## src/rtl/ob_mk_cnt_arb.sv

```systemverilog
`default_nettype none
// ============================================================================
// Module   : ob_mk_cnt_arb
// Brief    : Round-robin arbiter/sequencer sharing one ob_mk_table_cnt count
//            unit between REQ_N requesters. Grants one request at a time,
//            pulses the count command, waits for the unit to go idle (or
//            times out) and returns the registered quantity with the
//            requester id under a valid/ready handshake.
// Revision : 1.0 - initial release
// ============================================================================
module ob_mk_cnt_arb #(
    parameter int REQ_N     = 2,
    parameter int TIMEOUT_N = 64,
    parameter int QTY_W     = 32,
    localparam int c_ID_W   = (REQ_N > 1) ? $clog2(REQ_N) : 1
) (
    input  logic              clk,
    input  logic              rst_n,
    input  logic [REQ_N-1:0]  req_vld,
    output logic [REQ_N-1:0]  req_rdy,
    output logic              rsp_vld,
    input  logic              rsp_rdy,
    output logic [c_ID_W-1:0] rsp_id,
    output logic [QTY_W-1:0]  rsp_quantity,
    output logic              rsp_err,
    output logic              cnt_cmd_vld,
    input  logic              cnt_busy_w,
    input  logic [QTY_W-1:0]  cnt_rsp_qty_w,
    output logic              tbl_lock,
    output logic              busy
);

    localparam int c_TMO_W = (TIMEOUT_N > 1) ? $clog2(TIMEOUT_N) : 1;

    typedef enum logic [1:0] {
        ST_IDLE  = 2'd0,
        ST_ISSUE = 2'd1,
        ST_WAIT  = 2'd2,
        ST_RESP  = 2'd3
    } state_t;

    state_t              r_state;
    state_t              w_state_nxt;
    logic [c_ID_W-1:0]   r_rr_ptr;
    logic [c_ID_W-1:0]   r_id;
    logic [QTY_W-1:0]    r_qty;
    logic                r_err;
    logic [c_TMO_W-1:0]  r_tmo;

    logic [c_ID_W-1:0]   w_hi_id;
    logic [c_ID_W-1:0]   w_lo_id;
    logic [c_ID_W-1:0]   w_grant_id;
    logic                w_hi_found;
    logic                w_lo_found;
    logic                w_found;
    logic                w_tmo_hit;

    assign w_tmo_hit    = (r_tmo == c_TMO_W'(TIMEOUT_N - 1));
    assign rsp_id       = r_id;
    assign rsp_quantity = r_qty;
    assign rsp_err      = r_err;

    // Round-robin search: lowest requester above the pointer wins, otherwise
    // wrap around to the lowest requester at or below the pointer.
    always_comb begin
        w_hi_found = 1'b0;
        w_lo_found = 1'b0;
        w_hi_id    = '0;
        w_lo_id    = '0;
        for (int i = REQ_N - 1; i >= 0; i--) begin
            if (req_vld[i]) begin
                if (c_ID_W'(i) > r_rr_ptr) begin
                    w_hi_found = 1'b1;
                    w_hi_id    = c_ID_W'(i);
                end else begin
                    w_lo_found = 1'b1;
                    w_lo_id    = c_ID_W'(i);
                end
            end
        end
        w_found    = w_hi_found | w_lo_found;
        w_grant_id = w_hi_found ? w_hi_id : w_lo_id;
    end

    // Next-state and state-decoded outputs.
    always_comb begin
        w_state_nxt = r_state;
        req_rdy     = '0;
        cnt_cmd_vld = 1'b0;
        tbl_lock    = 1'b0;
        rsp_vld     = 1'b0;
        busy        = 1'b1;
        case (r_state)
            ST_IDLE: begin
                busy = 1'b0;
                if (w_found) begin
                    req_rdy     = {{(REQ_N-1){1'b0}}, 1'b1} << w_grant_id;
                    w_state_nxt = ST_ISSUE;
                end
            end
            ST_ISSUE: begin
                cnt_cmd_vld = 1'b1;
                tbl_lock    = 1'b1;
                w_state_nxt = ST_WAIT;
            end
            ST_WAIT: begin
                tbl_lock = 1'b1;
                if (!cnt_busy_w || w_tmo_hit) begin
                    w_state_nxt = ST_RESP;
                end
            end
            ST_RESP: begin
                rsp_vld = 1'b1;
                if (rsp_rdy) begin
                    w_state_nxt = ST_IDLE;
                end
            end
            default: w_state_nxt = ST_IDLE;
        endcase
    end

    // State register.
    always_ff @(posedge clk or negedge rst_n) begin
        if (!rst_n) begin
            r_state <= ST_IDLE;
        end else begin
            r_state <= w_state_nxt;
        end
    end

    // Grant bookkeeping, timeout counter and response capture.
    always_ff @(posedge clk or negedge rst_n) begin
        if (!rst_n) begin
            r_rr_ptr <= c_ID_W'(REQ_N - 1);
            r_id     <= '0;
            r_qty    <= '0;
            r_err    <= 1'b0;
            r_tmo    <= '0;
        end else begin
            case (r_state)
                ST_IDLE: begin
                    if (w_found) begin
                        r_id     <= w_grant_id;
                        r_rr_ptr <= w_grant_id;
                    end
                end
                ST_ISSUE: begin
                    r_tmo <= '0;
                end
                ST_WAIT: begin
                    // An idle count unit takes precedence over a coincident timeout.
                    if (!cnt_busy_w) begin
                        r_qty <= cnt_rsp_qty_w;
                        r_err <= 1'b0;
                    end else if (w_tmo_hit) begin
                        r_qty <= '0;
                        r_err <= 1'b1;
                    end else begin
                        r_tmo <= r_tmo + 1'b1;
                    end
                end
                default: ;
            endcase
        end
    end

endmodule
`default_nettype wire

```

## config.mk

```make
export PLATFORM = sky130hd
export DESIGN_NAME = ob_mk_cnt_arb
export DESIGN_NICKNAME = d
export VERILOG_FILES = /design/src/rtl/ob_mk_cnt_arb.sv
export SDC_FILE = /design/constraint.sdc
export NUM_CORES = 1
export LEC_CHECK = 0
export ABC_CLOCK_PERIOD_IN_PS = 2250
export CAP_MARGIN = 30
export CELL_PAD_IN_SITES_DETAIL_PLACEMENT = 0
export CELL_PAD_IN_SITES_GLOBAL_PLACEMENT = 1
export CORE_ASPECT_RATIO = 1.5
export CORE_MARGIN = 2
export CORE_UTILIZATION = 25
export CTS_BUF_LIST = sky130_fd_sc_hd__clkbuf_8
export CTS_CLUSTER_DIAMETER = 150
export DETAILED_ROUTE_END_ITERATION = 8
export GPL_TIMING_DRIVEN = 0
export PLACE_DENSITY = 0.6
export SLEW_MARGIN = 20
export SYNTH_ARGS = -nofsm -noshare
export SYNTH_HDL_FRONTEND = slang
export SYNTH_SLANG_ARGS = --single-unit
export TNS_END_PERCENT = 30
```

## constraint.sdc

```tcl
create_clock -name clk -period 2.25 [get_ports clk]
set_clock_uncertainty 0.05 [all_clocks]
set_input_delay 0.675 -clock clk [delete_from_list [all_inputs] [get_ports clk]]
set_output_delay 0.675 -clock clk [all_outputs]
set_load 0.005 [all_outputs]
```

==> results.txt <==
Synthesis produced a netlist with a net count of 300. The tree is rooted in a sky130_fd_sc_hd__clkbuf_8. The number of antenna diodes in the final layout is 0.

sky130_fd_sc_hd__dfrtp_1 takes more of the synthesized area than any other cell. The core region is 9150 sq um. In this run, synthesis produced a sequential element count of 43. The detailed-router iteration count before antenna repair came out at 4. The flow ran to the end, and the final reports show no timing, DRC or antenna violations.

Overall track demand over capacity in global routing: 14.1%. The static leakage power was 1.42 nW; the fraction of the core area covered by cells at the end of the flow was 37.3%. In this run the worst hold path is classified as in -> async. The fraction of synthesized cell area taken by the top area cell type is 45.5%. The critical path start-end classification was reg -> out. In this run the most used layer during global routing was met2. Setup repair after global routing could not meet its margin everywhere. Port buffering added 77 buffers. Entering global routing, the biggest net connects 27 pins. Placement-stage worst setup slack: -0.483 ns.

For the sequential share of the synthesized area, the log shows 46.6%. The library cell used most frequently in the layout, excluding fill and tap cells, is sky130_fd_sc_hd__clkdlybuf4s50_1. Total area of multi-input combinational cells: 1140 sq um.

At the pin with the least slew margin, the transition time is 0.522 ns. Once the floorplan was initialized, standard cells occupied 25.3% of the core. Global routing used 23.6% of the available met2 tracks. The ratio of cells with drive above 1 in the final layout is 13.3%, and the routed via count is 2,155. The clock reaches the later pin of the worst-skew pair after 0.30 ns. Dividing total power by cell area gives a power density of 1140 nW/um^2.

For this run, the number of Yosys warnings is 0. Leaving out fill and tap cells, the most frequent cells in the layout are sky130_fd_sc_hd__clkdlybuf4s50_1 (69), sky130_fd_sc_hd__dfrtp_1 (42), sky130_fd_sc_hd__a21oi_1 (41). Across the VDD grid, the largest voltage drop is 0.000440 V.

Worst slew margin relative to its limit: 65.2%. STA classifies the critical path startpoint as a flip-flop. Cell internal power was estimated by the tool at 2.51 mW. For the area of the die, the log shows 10,000 sq um. From synthesis to final layout, the design area changed by 47.7%. The initialized floorplan defines 43 standard-cell rows.

The clock-pin transition on the worst setup and hold timing paths works out to 0.08 ns. By area the synthesized netlist is led by sky130_fd_sc_hd__dfrtp_1 (45%), sky130_fd_sc_hd__a21oi_1 (9.1%), sky130_fd_sc_hd__nor2b_1 (6.2%). The detail route stage leaves a number of antenna-violating nets equal to 0. Per report_power, the clock group accounts for 14.3% of the total. After layout, the minimum clock period comes to 2.22 ns. Counting the fill cells in the layout gives 966. For the instance count of the mapped netlist, the log shows 256.

The worst setup path is captured at an output pin. Worst path setup slack after routing: 0.0313 ns. TritonCTS built the clock tree.

The congestion estimate from routability-driven global placement came to 0.728. Setup violations remaining at the end of the flow were counted as 0. In the final layout, flip-flops and latches occupy 1080 sq um. The via-per-instance ratio came out at 4.69. The longest clock path from root to sink contains 2 buffers.

Leaving out filler cells and counting taps, the final layout contains 459. The final number of max-transition violations came out at 0. Of all nets on the critical path, the largest fanout is 4.

For the worst setup path, the data required time is 1.52 ns. Global routing consumed, on the met3 layer, 3.04% of the routing resources. The total overflow left after global routing is 0. Global routing used 17.4% of the available met1 tracks. The floorplan step set the die height to 122 microns.

The proportion of power drawn by combinational gates is 52.6%, and the wire length per cell is 14.5 microns. Measured along the x axis, the die boundary spans 82.5 microns. The fraction of the cycle the final worst path needs was 98.6%.

Data on the critical path arrives at its endpoint at 1.49 ns. The via count of the first global-routing pass is 2,131, and the timing-limited maximum frequency is 451 MHz. After detailed routing, the number of remaining DRC violations is 0. 78 I/O pins were placed. The H-tree depth reported by CTS is 2, and the post-synthesis average cell area is 9.03 sq um. Buffers inserted during clock tree synthesis total 5.

The tool flagged a number of max-cap violations equal to 0. The initial antenna violation count was 0; the net switching power was 1.39 mW. After the last flow step, the layout net total stands at 390. The first global-routing pass estimated 10,700 microns of wire.

In this run, the number of DRC markers left after iteration 0 of detailed routing was 62. The tools report the number of sinks on the clock net as 43. The number of hold-slack violations in the final timing report is 0, and the area of the mapped netlist is 2310 sq um. Once placement completed, the tool counted placed cells totaling 446.

The number of unique standard cell types used by synthesis is 35. HPWL after detailed placement: 4600 microns. In this run switching power makes up 35.6% of total power.

Summed over all layers, the routed wires come to 6640 microns. Sequential cells account for 33.1% of the total power.
==> logic make-up (layout without fill, tap and decap cells) <==
group	Yosys count	after routing	share of synthesized area (%)
buffers and inverters	24	115	5.41
AO/OA/AOI/OAI	88	88	22.1
adder cells (fa/ha/maj)	6	6	3.25
AND/OR/NAND/NOR	95	95	22.6
flip-flops	43	43	46.6
==> what timing repair did <==
item                       in CTS  in global routing
setup endpoints to repair       5                  4
resized for setup              10                  6
buffers inserted                5                  0
hold buffers                    0                  0
==> worst paths after layout <==
| kind | start | end | slack, ns | cells after the start |
|---|---|---|---|---|
| max in group asynchronous | rst_n | r_rr_ptr | 1.31 | 2 |
| worst min-delay path | rst_n | rsp_quantity[17] | 0.27 | 1 |
| min in group clk | r_rr_ptr | r_rr_ptr | 0.45 | 2 |
| worst max-delay path | r_state[1] | cnt_cmd_vld | 0.03 | 3 |
| worst max register to register | r_state[0] | rsp_quantity[15] | 0.28 | 8 |
| worst min register to register | r_rr_ptr | r_rr_ptr | 0.45 | 2 |
==> area by class of cell <==
class	count	share of cell area (%)
Clock buffer	7	2.82
Multi-Input combinational cell	189	33.4
Inverter	6	0.660
Tap cell	112	4.11
Sequential cell	43	31.6
Timing Repair Buffer	83	24.2
Clock inverter	1	0.220
Buffer	18	3.01
==> registers in the layout (all words and copies together) (netlist names) <==
| register | flops |
|---|---|
| r_rr_ptr | 1 |
| rsp_quantity | 32 |
| rsp_err | 1 |
| r_tmo | 6 |
| rsp_id | 1 |
| r_state | 2 |
==> synthesized netlist by cell type, drive strengths merged <==
master	number
nand4	2
nand2	38
and2	1
a211oi	3
clkbuf	9
nor3b	2
o211ai	1
nor3	2
a31oi	3
nor2	3
and2b	12
a211o	3
nand2b	1
nor2b	23
o22ai	1
inv	6
buf	9
and4	4
dfstp	1
dfrtp	42
or3b	1
and3	1
a311oi	1
and3b	1
nor4	1
ha	6
nand3	3
o21ai	34
a21oi	42
==> power groups by stage <==
stage | logic [mW] | clock network [mW] | registers [mW]
4_1_cts | 2.07 | 0.589 | 1.29
3_5_place_dp | 1.98 | 0 | 1.31
6_report | 2.05 | 0.556 | 1.29
5_1_grt | 2.32 | 0.622 | 1.33
2_1_floorplan | 1.05 | 0 | 1.29
3_3_place_gp | 1.97 | 0 | 1.31
==> per-stage QoR <==
| stage | hold WS (ns) | cell area (sq um) | total power [mW] | setup TNS [ns] |
|---|---|---|---|---|
| finish | 0.273 | 3410 | 3.90 | 0 |
| global route | 0.291 | 3410 | 4.28 | -0.0735 |
| CTS | 0.279 | 3390 | 3.96 | -0.267 |
| detailed placement | 0.439 | 3240 | 3.29 | -1.20 |
| global placement | 0.432 | 3220 | 3.27 | -43.21 |
| floorplan | 0.329 | 2310 | 2.35 | 0 |
==> worst max-delay path: stages, from the launching register on <==
cell	delay (ns)
sky130_fd_sc_hd__dfrtp_1	0.40
sky130_fd_sc_hd__inv_2	0.12
sky130_fd_sc_hd__ha_4	0.17
sky130_fd_sc_hd__clkdlybuf4s50_1	0.51
==> metal layers <==
metal | wire length (microns) | up-vias
met5 | 0 | -
met4 | 113 | 0
met3 | 391 | 7
met2 | 3350 | 70
met1 | 2790 | 1017
li1 | - | 1061
No activity file was read; power rests on OpenSTA's default activity.
